File: src/rtl/lti_sample_driver_if.sv
// Signal bundle between the sample scheduler and its environment: control, filter-side
// strobe/sample pair, result stream and sticky flags. LTI_DRV_STATS_EN adds event counters.
interface lti_sample_driver_if #(
  parameter int IW = 16,
  parameter int OW = 16,
  parameter int DW = 16
);
  logic          enable;
  logic [DW-1:0] period;
  logic          in_valid;
  logic [IW-1:0] in_data;
  logic          in_ready;
  logic          ce_to_sys;
  logic [IW-1:0] sig_to_sys;
  logic          ce_from_sys;
  logic [OW-1:0] sig_from_sys;
  logic          out_valid;
  logic [OW-1:0] out_data;
  logic          out_ready;
  logic          underrun;
  logic          overrun;
  logic          timeout;
  logic          clr_flags;
`ifdef LTI_DRV_STATS_EN
  logic [15:0]   underrun_cnt;
  logic [15:0]   overrun_cnt;
  logic [15:0]   timeout_cnt;

  modport master (
    input  enable, period, in_valid, in_data, ce_from_sys, sig_from_sys, out_ready, clr_flags,
    output in_ready, ce_to_sys, sig_to_sys, out_valid, out_data, underrun, overrun, timeout,
    output underrun_cnt, overrun_cnt, timeout_cnt
  );
  modport slave (
    output enable, period, in_valid, in_data, ce_from_sys, sig_from_sys, out_ready, clr_flags,
    input  in_ready, ce_to_sys, sig_to_sys, out_valid, out_data, underrun, overrun, timeout,
    input  underrun_cnt, overrun_cnt, timeout_cnt
  );
`else
  modport master (
    input  enable, period, in_valid, in_data, ce_from_sys, sig_from_sys, out_ready, clr_flags,
    output in_ready, ce_to_sys, sig_to_sys, out_valid, out_data, underrun, overrun, timeout
  );
  modport slave (
    output enable, period, in_valid, in_data, ce_from_sys, sig_from_sys, out_ready, clr_flags,
    input  in_ready, ce_to_sys, sig_to_sys, out_valid, out_data, underrun, overrun, timeout
  );
`endif
endinterface

File: src/rtl/lti_sample_driver.sv
// Periodic ce-strobe scheduler for a ce-strobed filter: one sample out per tick, one result
// captured per returned strobe. Define LTI_DRV_STATS_EN for saturating event counters.
module lti_sample_driver #(
  parameter int IW      = 16,
  parameter int OW      = 16,
  parameter int DW      = 16,
  parameter int TW      = 8,
  parameter int LAT_MAX = 16
) (
  input logic                 clk,
  input logic                 rst,
  lti_sample_driver_if.master bus
);

  typedef enum logic [1:0] {
    S_IDLE = 2'd0,
    S_RUN  = 2'd1,
    S_WAIT = 2'd2
  } state_t;

  state_t        r_state;
  state_t        w_next_state;
  logic [DW-1:0] r_period;
  logic [DW-1:0] r_cnt;
  logic [DW-1:0] w_period_eff;
  logic [TW-1:0] r_tmr;
  logic          r_ce;
  logic [IW-1:0] r_sig;
  logic          r_out_valid;
  logic [OW-1:0] r_out_data;
  logic          r_underrun;
  logic          r_overrun;
  logic          r_timeout;

  logic w_tick, w_resp, w_tmo, w_free, w_issue, w_miss, w_drop, w_accept;
  logic w_under_ev, w_over_ev;

  assign w_period_eff = (bus.period < DW'(2)) ? DW'(2) : bus.period;
  assign w_tick   = (r_state != S_IDLE) && (r_cnt == '0);
  assign w_resp   = (r_state == S_WAIT) && bus.ce_from_sys;
  assign w_tmo    = (r_state == S_WAIT) && !bus.ce_from_sys && (r_tmr == TW'(LAT_MAX - 1));
  // A transaction that resolves on this clock frees the slot for a same-clock tick.
  assign w_free   = (r_state == S_RUN) || w_resp || w_tmo;
  assign w_issue  = w_tick && w_free && bus.enable;
  assign w_miss   = w_tick && (r_state == S_WAIT) && !w_resp && !w_tmo;
  assign w_accept = r_out_valid && bus.out_ready;
  assign w_drop   = w_resp && r_out_valid && !bus.out_ready;

  assign w_under_ev = w_issue && !bus.in_valid;
  assign w_over_ev  = w_miss || w_drop;

  always_comb begin
    // NOTE: default first so every path assigns the next state and no latch is inferred.
    w_next_state = r_state;
    case (r_state)
      S_IDLE: if (bus.enable) w_next_state = S_RUN;
      S_RUN: begin
        if (!bus.enable)  w_next_state = S_IDLE;
        else if (w_issue) w_next_state = S_WAIT;
      end
      S_WAIT: begin
        if (w_resp || w_tmo) begin
          if (!bus.enable)  w_next_state = S_IDLE;
          else if (w_issue) w_next_state = S_WAIT;
          else              w_next_state = S_RUN;
        end
      end
      default: w_next_state = S_IDLE;
    endcase
  end

  // NOTE: registered state uses non-blocking assignments so every flop samples pre-edge values.
  always_ff @(posedge clk) begin
    if (rst) begin
      r_state  <= S_IDLE;
      r_period <= '0;
      r_cnt    <= '0;
      r_tmr    <= '0;
    end else begin
      r_state <= w_next_state;
      if (r_state == S_IDLE) begin
        if (bus.enable) begin
          r_period <= w_period_eff;
          r_cnt    <= w_period_eff - DW'(1);
        end
      end else if (w_tick) begin
        r_cnt <= r_period - DW'(1);
      end else begin
        r_cnt <= r_cnt - DW'(1);
      end
      if (w_issue)                r_tmr <= '0;
      else if (r_state == S_WAIT) r_tmr <= r_tmr + TW'(1);
    end
  end

  always_ff @(posedge clk) begin
    if (rst) begin
      r_ce        <= 1'b0;
      r_sig       <= '0;
      r_out_valid <= 1'b0;
      r_out_data  <= '0;
      r_underrun  <= 1'b0;
      r_overrun   <= 1'b0;
      r_timeout   <= 1'b0;
    end else begin
      r_ce <= w_issue;
      if (w_issue && bus.in_valid) r_sig <= bus.in_data;

      if (w_resp) begin
        r_out_data  <= bus.sig_from_sys;
        r_out_valid <= 1'b1;
      end else if (w_accept) begin
        r_out_valid <= 1'b0;
      end

      if (bus.clr_flags) begin
        r_underrun <= 1'b0;
        r_overrun  <= 1'b0;
        r_timeout  <= 1'b0;
      end else begin
        if (w_under_ev) r_underrun <= 1'b1;
        if (w_over_ev)  r_overrun  <= 1'b1;
        if (w_tmo)      r_timeout  <= 1'b1;
      end
    end
  end

  assign bus.in_ready   = w_issue && bus.in_valid;
  assign bus.ce_to_sys  = r_ce;
  assign bus.sig_to_sys = r_sig;
  assign bus.out_valid  = r_out_valid;
  assign bus.out_data   = r_out_data;
  assign bus.underrun   = r_underrun;
  assign bus.overrun    = r_overrun;
  assign bus.timeout    = r_timeout;

`ifdef LTI_DRV_STATS_EN
  logic [15:0] r_underrun_cnt;
  logic [15:0] r_overrun_cnt;
  logic [15:0] r_timeout_cnt;

  function automatic logic [15:0] sat_inc(input logic [15:0] v, input logic ev);
    return (ev && (v != 16'hFFFF)) ? v + 16'd1 : v;
  endfunction

  always_ff @(posedge clk) begin
    if (rst || bus.clr_flags) begin
      r_underrun_cnt <= '0;
      r_overrun_cnt  <= '0;
      r_timeout_cnt  <= '0;
    end else begin
      r_underrun_cnt <= sat_inc(r_underrun_cnt, w_under_ev);
      r_overrun_cnt  <= sat_inc(r_overrun_cnt, w_over_ev);
      r_timeout_cnt  <= sat_inc(r_timeout_cnt, w_tmo);
    end
  end

  assign bus.underrun_cnt = r_underrun_cnt;
  assign bus.overrun_cnt  = r_overrun_cnt;
  assign bus.timeout_cnt  = r_timeout_cnt;
`endif

endmodule

File: src/flat_wrapper.sv
// flat-port wrapper written by rule: the top's interface ports become plain ports
module lti_sample_driver_flat 
#(
  parameter int IW      = 16,
  parameter int OW      = 16,
  parameter int DW      = 16,
  parameter int TW      = 8,
  parameter int LAT_MAX = 16
)
  (clk, rst, bus_enable, bus_period, bus_in_valid, bus_in_data, bus_ce_from_sys, bus_sig_from_sys, bus_out_ready, bus_clr_flags, bus_in_ready, bus_ce_to_sys, bus_sig_to_sys, bus_out_valid, bus_out_data, bus_underrun, bus_overrun, bus_timeout);
  lti_sample_driver_if #(.IW(IW), .OW(OW), .DW(DW)) bus_i ();
  input logic clk;
  input logic rst;
  input wire logic [$bits(bus_i.enable)-1:0] bus_enable;
  input wire logic [$bits(bus_i.period)-1:0] bus_period;
  input wire logic [$bits(bus_i.in_valid)-1:0] bus_in_valid;
  input wire logic [$bits(bus_i.in_data)-1:0] bus_in_data;
  input wire logic [$bits(bus_i.ce_from_sys)-1:0] bus_ce_from_sys;
  input wire logic [$bits(bus_i.sig_from_sys)-1:0] bus_sig_from_sys;
  input wire logic [$bits(bus_i.out_ready)-1:0] bus_out_ready;
  input wire logic [$bits(bus_i.clr_flags)-1:0] bus_clr_flags;
  output wire logic [$bits(bus_i.in_ready)-1:0] bus_in_ready;
  output wire logic [$bits(bus_i.ce_to_sys)-1:0] bus_ce_to_sys;
  output wire logic [$bits(bus_i.sig_to_sys)-1:0] bus_sig_to_sys;
  output wire logic [$bits(bus_i.out_valid)-1:0] bus_out_valid;
  output wire logic [$bits(bus_i.out_data)-1:0] bus_out_data;
  output wire logic [$bits(bus_i.underrun)-1:0] bus_underrun;
  output wire logic [$bits(bus_i.overrun)-1:0] bus_overrun;
  output wire logic [$bits(bus_i.timeout)-1:0] bus_timeout;
  assign bus_i.enable = bus_enable;
  assign bus_i.period = bus_period;
  assign bus_i.in_valid = bus_in_valid;
  assign bus_i.in_data = bus_in_data;
  assign bus_i.ce_from_sys = bus_ce_from_sys;
  assign bus_i.sig_from_sys = bus_sig_from_sys;
  assign bus_i.out_ready = bus_out_ready;
  assign bus_i.clr_flags = bus_clr_flags;
  assign bus_in_ready = bus_i.in_ready;
  assign bus_ce_to_sys = bus_i.ce_to_sys;
  assign bus_sig_to_sys = bus_i.sig_to_sys;
  assign bus_out_valid = bus_i.out_valid;
  assign bus_out_data = bus_i.out_data;
  assign bus_underrun = bus_i.underrun;
  assign bus_overrun = bus_i.overrun;
  assign bus_timeout = bus_i.timeout;
  lti_sample_driver #(.IW(IW), .OW(OW), .DW(DW), .TW(TW), .LAT_MAX(LAT_MAX)) u_core (.clk(clk), .rst(rst), .bus(bus_i));
endmodule
File: config.mk
export PLATFORM = sky130hd
export DESIGN_NAME = lti_sample_driver_flat
export DESIGN_NICKNAME = d
export VERILOG_FILES = /design/src/rtl/lti_sample_driver_if.sv /design/src/rtl/lti_sample_driver.sv /design/src/flat_wrapper.sv
export SDC_FILE = /design/constraint.sdc
export NUM_CORES = 1
export LEC_CHECK = 0
export ABC_AREA = 1
export CAP_MARGIN = 20
export CORE_MARGIN = 10
export CORE_UTILIZATION = 40
export DETAILED_ROUTE_END_ITERATION = 10
export GPL_TIMING_DRIVEN = 0
export PLACE_DENSITY = 0.65
export SLEW_MARGIN = 20
export SYNTH_ARGS = -nofsm -noshare
export SYNTH_HDL_FRONTEND = slang
export SYNTH_SLANG_ARGS = --single-unit
File: constraint.sdc
create_clock -name clk -period 4.7 [get_ports clk]
set_input_delay 1.41 -clock clk [delete_from_list [all_inputs] [get_ports clk]]
set_output_delay 1.41 -clock clk [all_outputs]
set_load 0.005 [all_outputs]
==> results of run 1 <==
kinds of logic (layout without fill, tap and decap cells):
kind of cell,Yosys count,after routing,synth area share
compound gates,96,96,0.128
flops,79,79,0.397
buf+inv,100,208,0.106
simple gates,318,318,0.353
xor+xnor,4,4,0.00880
fa+ha+maj,2,2,0.00628
routing by layer:
| layer | up-vias | part of all wire | wire length, um |
|---|---|---|---|
| met5 | - | 0 | 0 |
| met4 | 0 | 0.012 | 138 |
| met3 | 12 | 0.11 | 1360 |
| met2 | 126 | 0.44 | 5260 |
| met1 | 1792 | 0.43 | 5190 |
| li1 | 2090 | - | - |
final timing paths:
| check | from | end | slack (ps) | cells past startpoint |
|---|---|---|---|---|
| hold reg to reg | u_core.r_period[14]$_SDFFE_PP0P_ | u_core.r_period[14]$_SDFFE_PP0P_ | 470 | 2 |
| setup reg to reg | u_core.r_cnt[12]$_SDFFE_PP0P_ | u_core.r_cnt[10]$_SDFFE_PP0P_ | 2430 | 15 |
| setup / recovery | bus_ce_from_sys | bus_in_ready | 490 | 9 |
| hold / removal | u_core.r_period[14]$_SDFFE_PP0P_ | u_core.r_period[14]$_SDFFE_PP0P_ | 470 | 2 |
report_power, final:
part / internal [mW] / leakage [nW] / total [mW] / switching [mW]
logic: 0.0964 / 1.58 / 0.226 / 0.129
clock network: 0.244 / 0.0888 / 0.509 / 0.266
registers: 0.692 / 0.644 / 0.709 / 0.0169
total: 1.03 / 2.31 / 1.44 / 0.412
critical path: stages:
cell and delay [ps]:
clkdlybuf4s50_1 500, inv_1 90, nor2_4 100, inv_2 50, buf_2 170, nand3_1 100, nand3_1 110, nor2_1 100
dlymetal6s2s_1 170
timing repair:
action                     in CTS  in global routing
pin swaps                       1                  0
hold buffers                    0                  0
setup endpoints to repair       1                  1
setup buffers                   1                  0
gates resized for setup         0                  1
registers in the layout, indices dropped and copies added (netlist names):
signal and count:
u_core.bus.underrun 1, u_core.r_cnt 16, u_core.bus.out_data 16, u_core.bus.timeout 1
u_core.bus.overrun 1, u_core.r_period 16, u_core.r_tmr 8, u_core.r_state 2
u_core.bus.out_valid 1, u_core.bus.sig_to_sys 16, u_core.bus.ce_to_sys 1
cells in the final DEF (no fill, tap or decap), types with 9 or more instances in the layout:
master and count:
a21oi_1 44, clkbuf_1 11, clkbuf_8 9, clkdlybuf4s50_1 91
dfxtp_1 79, inv_1 72, nand2_1 144, nand2_2 10
nand3_1 41, nor2_1 91, o21ai_0 41
cell type report:
class,count,area [um^2],area share
timing repair buffer,93,931,0.177
sequential,79,1580,0.300
clock inverter,5,58.8,0.0112
tap,133,166,0.0316
clock buffer,10,128,0.0242
buffer,22,126,0.0240
inverter,78,298,0.0565
multi-input combinational,420,1980,0.376
==> summary.md, run 1 <==
| Metric | Value |
|---|---|
| Outcome | `finished, final reports clean` |
| Leak | `approximately 2.3 nW` |
| Max cap viols | `0` |
| Max VDD drop | `between 0.00015 and 0.0002 V` |
| Htree depth | `3` |
| WP data required | `3290 ps` |
| DP HPWL | `roughly 9100 um` |
| Min Tclk post-route | `approximately 4200 ps` |
| # fillers | `about 1,000` |
| Die Area | `around 0.014 mm^2` |
| Port bufs | `slightly above 90` |
| Sequential share of the synthesized area | `0.397` |
| Detailed Route Iter0 Violations | `approximately 250` |
| Root Buffer | `clkbuf_8` |
| Syn Area/Cell | `about 6.7 um^2` |
| CTS tree | `done` |
| Skew-Pair Late Insertion Delay | `370 ps` |
| Antenna violations before repair | `0` |
| Gate Count Post-Synth | `approximately 600` |
| Max Root-Sink Buffers | `2` |
| Nets | `between 700 and 800` |
| Place WS | `-63.7 ps` |
| Largest net degree at the start of global routing | `14` |
| DRC violations left | `0` |
| DR vias | `around 4,000` |
| Core area | `0.00973 mm^2` |
| Antenna violation net count after detailed routing | `0` |
| Final core utilization | `0.541` |
| Hold slack final | `466 ps` |
| Worst hold path class | `reg2reg` |
| CP Capture Type | `output pin` |
| Count leader, synth | `nand2_1` |
| WS Path Type | `in2out` |
| Total track usage | `0.168` |
| Placed cell areas | `~0.0051 mm^2` |
| Final Non-Filler Cells | `840` |
| PD cells | `between 200 and 300 mW/mm^2` |
| Grt total ovfl | `0` |
| Clock sinks | `slightly below 80` |
| Ys async rst share | `0` |
| Routed WL per cell | `14.2 um` |
| Final worst slack | `490 ps` |
| CP startpoint kind | `primary input` |
| Worst rel slew slack | `0.606` |
| Met3 Use GR | `0.0858` |
| Final worst-path cycle share | `0.896` |
| Total power draw | `roughly 1.4 mW` |
| Initial Util | `0.409` |
| Ant. Diodes | `0` |
| DIE WIDTH | `120 um` |
| Area grow syn2layout | `32.2%` |
| Setup tns final | `0 ps` |
| Final setup vio count | `0` |
| Met1 usage in global routing | `0.194` |
| Chip height | `around 120 um` |
| Top cells by count, synth | `144 x nand2_1, 91 x nor2_1, 79 x dfxtp_1` |
| Synth cell types | `39` |
| Vias per std cell | `4.79` |
| Final max-slew violation count | `0` |
| Largest fanout on the critical path | `10` |
| Yosys reg bits | `79` |
| Row count | `36` |
| First-pass DRT Iterations | `4` |
| Top_reg_cell synth | `dfxtp_1` |
| Synth top area cells | `dfxtp_1 40%, nand2_1 14%, nor2_1 8.6%` |
| Syn_nets | `roughly 660` |
| Busiest grt layer | `met2` |
| RSZ-0062 raised after global routing | `no` |
| First-pass GRT wire length | `between 15,000 and 20,000 um` |
| Clk slew on worst S/H paths | `approximately 80 ps` |
| Slew @ Worst Pin | `590 ps` |
| IO Count | `between 90 and 100` |
| Post-synth EDFFs | `0` |
| WP data arrival | `about 2800 ps` |
| Vias in the first global route | `approximately 4,200` |
| Mapped Area | `about 0.004 mm^2` |
| Clock Skew | `approximately 11 ps` |
| WL final | `around 12,000 um` |
| GP Congestion | `between 0.8 and 0.9` |
| Peak Freq | `around 240 MHz` |
| Post-synth top area cell | `dfxtp_1` |
| Synth Warn # | `0` |
| Layout cells sized above 1 | `0.0905` |
| Final Instance Area | `0.00527 mm^2` |
| M2 GR Usage | `0.262` |
| Top cell type's share of synthesized area | `0.397` |
| Num CTS Buffers | `9` |
| Final hold violations | `0` |
| Placed insts | `between 800 and 900` |
(Power assumes the default switching activity.)
==> inputs of run 2 (changes only) <==
- PLACE_DENSITY: 0.65 -> 0.69
==> run 2 against run 1 <==
  * Clock skew increased by 1.4 ps
  * Setup slack got worse by 350 ps
  * Final cell count up 0.12%
  * Fmax down 7.8%
  * Utilization is 0.18 points lower
  * Hold slack got worse by 11 ps
  * First-iteration DRC count grew 4.5%
  * Clock-buffer cell count unchanged
  * Clock power decreased by 10%
  * Sequential share of layout area rose by 0.10 points
  * Highest routed layer unchanged
==> summary.md, run 2 (synthesized netlist as in run 1, its figures left out) <==
| Metric | Value |
|---|---|
| Leak | `2.29 nW (was 2.31 nW)` |
| Net Sw Power | `0.406 mW (was 0.412 mW)` |
| Clock power share | `0.328 (was 0.353)` |
| WS Path Type | `in2out (unchanged)` |
| Clock sinks | `79 (unchanged)` |
| # fillers | `981 (was 1,017)` |
| DRC violations left | `0 (unchanged)` |
| Max VDD drop | `0.000162 V (was 0.000152 V)` |
| Final worst slack | `136 ps (was 490 ps)` |
| Largest net degree at the start of global routing | `15 (was 14)` |
| Core area | `0.00973 mm^2 (unchanged)` |
| Largest fanout on the critical path | `10 (unchanged)` |
| Vias in the first global route | `3,889 (was 4,158)` |
| First-pass GRT wire length | `18,800 um (was 19,800 um)` |
| CP Capture Type | `output pin (unchanged)` |
| WP data arrival | `3150 ps (was 2800 ps)` |
| Sequential power share | `0.510 (was 0.491)` |
| Vias per std cell | `4.87 (was 4.79)` |
| Slew @ Worst Pin | `569 ps (was 590 ps)` |
| Total power draw | `1.39 mW (was 1.44 mW)` |
| Internal Power | `0.983 mW (was 1.03 mW)` |
| Final hold violations | `0 (unchanged)` |
| Initial Util | `0.409 (unchanged)` |
| DR vias | `4,092 (was 4,020)` |
| Worst hold path class | `reg2reg (unchanged)` |
| IO Count | `93 (unchanged)` |
| Final max-slew violation count | `0 (unchanged)` |
| RSZ-0062 raised after global routing | `no (unchanged)` |
| Area grow syn2layout | `31.8% (was 32.2%)` |
| Final worst-path cycle share | `0.971 (was 0.896)` |
| Layout cells sized above 1 | `0.0918 (was 0.0905)` |
| GP Congestion | `0.868 (was 0.879)` |
| Placed insts | `824 (unchanged)` |
| Worst reg-to-reg setup slack | `2490 ps (was 2430 ps)` |
| Outcome | `finished, final reports clean (unchanged)` |
| Grt total ovfl | `0 (unchanged)` |
| Final Instance Area | `0.00525 mm^2 (was 0.00527 mm^2)` |
| Row count | `36 (unchanged)` |
| Skew-Pair Late Insertion Delay | `350 ps (was 370 ps)` |
| Final Non-Filler Cells | `841 (was 840)` |
| PD cells | `265 mW/mm^2 (was 274 mW/mm^2)` |
| Ant. Diodes | `0 (unchanged)` |
| Most frequent cells in the layout | `144 x nand2_1, 92 x clkdlybuf4s50_1, 91 x nor2_1 (was 144 x nand2_1, 91 x nor2_1, 91 x clkdlybuf4s50_1)` |
| CTS tree | `done (unchanged)` |
| Final core utilization | `0.540 (was 0.541)` |
| Routed WL per cell | `13.8 um (was 14.2 um)` |
| WP data required | `3290 ps (about the same)` |
| Max cap viols | `0 (unchanged)` |
| Detailed Route Iter0 Violations | `256 (was 245)` |
| Comb pwr share | `0.162 (was 0.156)` |
| Die Area | `0.0144 mm^2 (unchanged)` |
| Min Tclk post-route | `4560 ps (was 4210 ps)` |
| Place WS | `-11.7 ps (was -63.7 ps)` |
| Htree depth | `3 (unchanged)` |
| Most common cell after layout, fill and taps aside | `nand2_1 (unchanged)` |
| Root Buffer | `clkbuf_8 (unchanged)` |
| Num CTS Buffers | `9 (unchanged)` |
| Peak Freq | `219 MHz (was 238 MHz)` |
| Port bufs | `92 (unchanged)` |
| Switching Share | `0.292 (was 0.285)` |
| WL final | `11,600 um (was 11,900 um)` |
| Total track usage | `0.160 (was 0.168)` |
| DIE WIDTH | `120 um (unchanged)` |
| Clock Skew | `11.9 ps (was 10.5 ps)` |
| Placed cell areas | `0.00507 mm^2 (unchanged)` |
| Chip height | `120 um (unchanged)` |
| Antenna violation net count after detailed routing | `0 (unchanged)` |
| Final setup vio count | `0 (unchanged)` |
| Clk slew on worst S/H paths | `80 ps (about the same)` |
| First-pass DRT Iterations | `7 (was 4)` |
| CP startpoint kind | `primary input (unchanged)` |
| Worst rel slew slack | `0.617 (was 0.606)` |
| Max Root-Sink Buffers | `2 (unchanged)` |
| Nets | `760 (unchanged)` |
| DP HPWL | `9070 um (was 9140 um)` |
| Antenna violations before repair | `0 (unchanged)` |
-- run 2: per-layer routing --
| layer | vias up | GRT usage | share of wire |
|---|---|---|---|
| met2 | 134 | 0.251 | 0.45 |
| met5 | - | 0 | 0 |
| met3 | 15 | 0.0839 | 0.12 |
| met1 | 1854 | 0.183 | 0.42 |
| li1 | 2089 | - | - |
| met4 | 0 | 0.0520 | 0.015 |
-- run 2: through the flow --
| step | TNS, ps | hold WS (ps) |
|---|---|---|
| final | 0 | 455 |
| after global routing | 0 | 481 |
| after CTS | 0 | 454 |
| after detailed placement | -11.7 | 441 |
| after global placement | -2.52 | 437 |
| after floorplan | 0 | 430 |
-- run 2: worst paths after layout --
check	from	endpoint	depth (start not counted)
min	u_core.bus.underrun$_SDFFE_PP0P_	u_core.bus.underrun$_SDFFE_PP0P_	2
max	bus_ce_from_sys	bus_in_ready	9
min reg2reg	u_core.bus.underrun$_SDFFE_PP0P_	u_core.bus.underrun$_SDFFE_PP0P_	2
max reg2reg	u_core.r_cnt[13]$_SDFFE_PP0P_	u_core.r_cnt[10]$_SDFFE_PP0P_	15
-- run 2: final cells by class --
type	instances	area, um^2	share of cell area
Timing Repair Buffer	93	928	0.177
Buffer	22	126	0.0241
Sequential cell	79	1580	0.301
Tap cell	133	166	0.0317
Clock buffer	10	128	0.0243
Multi-Input combinational cell	420	1980	0.377
Inverter	78	298	0.0567
Clock inverter	6	43.8	0.00834
-- run 2: repair_timing --
item                       in CTS  in global routing
hold buffers                    0                  0
resized for setup               0                  0
setup buffers                   0                  1
setup endpoints to repair       1                  1
pin swaps                       1                  1
-- run 2: power groups by stage --
stage,clock network (mW),registers (mW),logic (mW)
finish,0.456,0.708,0.225
global route,0.494,0.711,0.253
CTS,0.470,0.708,0.225
detailed placement,0,0.723,0.224
global placement,0,0.723,0.220
floorplan,0,0.718,0.139
-- run 2: critical path: stages --
cell and delay, ps:
clkdlybuf4s50_1 490, inv_1 90, nor2_4 120, inv_2 40, buf_2 170, nand3_1 100
nand3_1 100, nor2_1 110, clkdlybuf4s50_1 520
==> inputs of run 3 (changes only) <==
- CORE_MARGIN: 10 -> 5
==> run 3 against run 2 <==
  * Clock power is 46% higher
  * Largest cell class unchanged
  * Combinational power hardly changed
  * Clock-buffer cell count is 1 higher
==> summary.md, run 3 (synthesized netlist as in run 1, its figures left out) <==
| Metric | Value |
|---|---|
| Outcome | `finished, final reports clean (unchanged)` |
| Met1 usage in global routing | `0.226 (was 0.183)` |
| Nets | `762 (was 760)` |
| Total power draw | `1.60 mW (was 1.39 mW)` |
| Port bufs | `92 (unchanged)` |
| Worst rel slew slack | `0.587 (was 0.617)` |
| WP data required | `3290 ps (about the same)` |
| Switching Share | `0.252 (was 0.292)` |
| Leak | `2.36 nW (was 2.29 nW)` |
| Min-delay src | `u_core.bus.underrun$_SDFFE_PP0P_ (unchanged)` |
| Area grow syn2layout | `34.5% (was 31.8%)` |
| Final max-slew violation count | `0 (unchanged)` |
| Chip height | `110 um (was 120 um)` |
| Place WS | `-9.98 ps (was -11.7 ps)` |
| Hold EP | `u_core.bus.underrun$_SDFFE_PP0P_ (unchanged)` |
| Max cap viols | `0 (unchanged)` |
| WP data arrival | `2810 ps (was 3150 ps)` |
| First-pass GRT wire length | `18,500 um (was 18,800 um)` |
| Busiest grt layer | `met2 (unchanged)` |
| Final worst slack | `480 ps (was 136 ps)` |
| Vias in the first global route | `4,179 (was 3,889)` |
| Clock power share | `0.416 (was 0.328)` |
| Total track usage | `0.194 (was 0.160)` |
| Vias per std cell | `4.88 (was 4.87)` |
| Row count | `36 (unchanged)` |
| GP Congestion | `0.862 (was 0.868)` |
| IO Count | `93 (unchanged)` |
| Final setup vio count | `0 (unchanged)` |
| Ant. Diodes | `0 (unchanged)` |
| Internal Power | `1.20 mW (was 0.983 mW)` |
| CP startpoint kind | `primary input (unchanged)` |
| Grt total ovfl | `0 (unchanged)` |
| M2 GR Usage | `0.316 (was 0.251)` |
| Detailed Route Iter0 Violations | `239 (was 256)` |
| Htree depth | `3 (unchanged)` |
| Final Non-Filler Cells | `843 (was 841)` |
| Met3 Use GR | `0.0810 (was 0.0839)` |
| Layout cells sized above 1 | `0.0930 (was 0.0918)` |
| Worst r2r src | `u_core.r_cnt[14]$_SDFFE_PP0P_ (was u_core.r_cnt[13]$_SDFFE_PP0P_)` |
| Slew @ Worst Pin | `619 ps (was 569 ps)` |
| Final hold violations | `0 (unchanged)` |
| Largest fanout on the critical path | `10 (unchanged)` |
| Initial Util | `0.409 (unchanged)` |
| Max VDD drop | `0.000164 V (was 0.000162 V)` |
| DP HPWL | `8570 um (was 9070 um)` |
| Die Area | `0.0121 mm^2 (was 0.0144 mm^2)` |
| Core area | `0.00973 mm^2 (unchanged)` |
| R2R depth | `15 (unchanged)` |
| Final core utilization | `0.551 (was 0.540)` |
| Clock sinks | `79 (unchanged)` |
| Comb pwr share | `0.142 (was 0.162)` |
| PD cells | `299 mW/mm^2 (was 265 mW/mm^2)` |
| Num CTS Buffers | `9 (unchanged)` |
| Clock Skew | `12.6 ps (was 11.9 ps)` |
| Most frequent cells in the layout | `144 x nand2_1, 91 x nor2_1, 91 x clkdlybuf4s50_1 (was 144 x nand2_1, 92 x clkdlybuf4s50_1, 91 x nor2_1)` |
| Largest net degree at the start of global routing | `14 (was 15)` |
| Final worst-path cycle share | `0.898 (was 0.971)` |
| Hold path cells | `2 (unchanged)` |
| Net Sw Power | `0.404 mW (was 0.406 mW)` |
| Peak Freq | `237 MHz (was 219 MHz)` |
| Worst hold path class | `reg2reg (unchanged)` |
| Sequential power share | `0.442 (was 0.510)` |
| Max Root-Sink Buffers | `2 (unchanged)` |
| Placed cell areas | `0.00507 mm^2 (unchanged)` |
| RSZ-0062 raised after global routing | `no (unchanged)` |
| CTS tree | `done (unchanged)` |
| Final Instance Area | `0.00536 mm^2 (was 0.00525 mm^2)` |
| Root Buffer | `clkbuf_8 (unchanged)` |
| WL final | `11,300 um (was 11,600 um)` |
| Worst reg-to-reg setup slack | `2420 ps (was 2490 ps)` |
| # hold bufs at CTS | `0 (unchanged)` |
| Antenna violations before repair | `0 (unchanged)` |
| WS Path Type | `in2out (unchanged)` |
| First-pass DRT Iterations | `5 (was 7)` |
| Most common cell after layout, fill and taps aside | `nand2_1 (unchanged)` |
| Endpoint of the worst register-to-register path | `u_core.r_cnt[10]$_SDFFE_PP0P_ (unchanged)` |
| Placed insts | `824 (unchanged)` |
| Clk slew on worst S/H paths | `80 ps (about the same)` |
| Min Tclk post-route | `4220 ps (was 4560 ps)` |
| Antenna violation net count after detailed routing | `0 (unchanged)` |
| CP Capture Type | `output pin (unchanged)` |
| DIE WIDTH | `110 um (was 120 um)` |
| DRC violations left | `0 (unchanged)` |
| DR vias | `4,115 (was 4,092)` |
| Skew-Pair Late Insertion Delay | `350 ps (about the same)` |
| Routed WL per cell | `13.4 um (was 13.8 um)` |
## run 3: area by class of cell
cell class | count | area, um^2
plain buffers | 22 | 126
clock buffers | 11 | 131
clock inverters | 5 | 129
fillers | 947 | 4370
inverters | 78 | 298
multi-input cells | 420 | 1980
flip-flops and latches | 79 | 1580
well taps | 133 | 166
repair buffers | 95 | 946
## run 3: critical path: stages
cell             delay (ps)
clkdlybuf4s50_1         490
inv_1                    90
nor2_4                  150
inv_2                    50
buf_2                   170
nand3_1                 100
nand3_1                 100
nor2_1                  100
dlymetal6s2s_1          150
## run 3: power by group through the flow
stage	logic [mW]	registers, mW	clock network, mW
CTS	0.226	0.708	0.686
global route	0.254	0.710	0.703
finish	0.227	0.708	0.666
detailed placement	0.225	0.724	0
floorplan	0.139	0.718	0
global placement	0.221	0.723	0
## run 3: routing by layer
metal / share of wire / vias up
li1: - / 2093
met1: 0.43 / 1869
met2: 0.45 / 138
met3: 0.11 / 15
met4: 0.014 / 0
met5: 0 / -
## run 3: worst max-delay path by stage
stage	start	to	slack, ps	cells after the start
floorplan	bus_ce_from_sys	bus_in_ready	1190	7
CTS	bus_ce_from_sys	bus_in_ready	10	9
detailed placement	bus_ce_from_sys	bus_in_ready	-10	9
global placement	bus_ce_from_sys	bus_in_ready	-8	9
finish	bus_ce_from_sys	bus_in_ready	480	9
global route	bus_ce_from_sys	bus_in_ready	340	9
## run 3: repair_timing
item	in CTS	in global routing
buffers inserted	0	3
gates resized for setup	0	1
pin swaps	1	1
setup endpoints to repair	1	1
## run 3: stage by stage
stage               TNS (ps)  hold WS [ps]
finish                     0           453
CTS                        0           459
floorplan                  0           430
global placement       -7.99           438
global route               0           482
detailed placement     -9.98           444
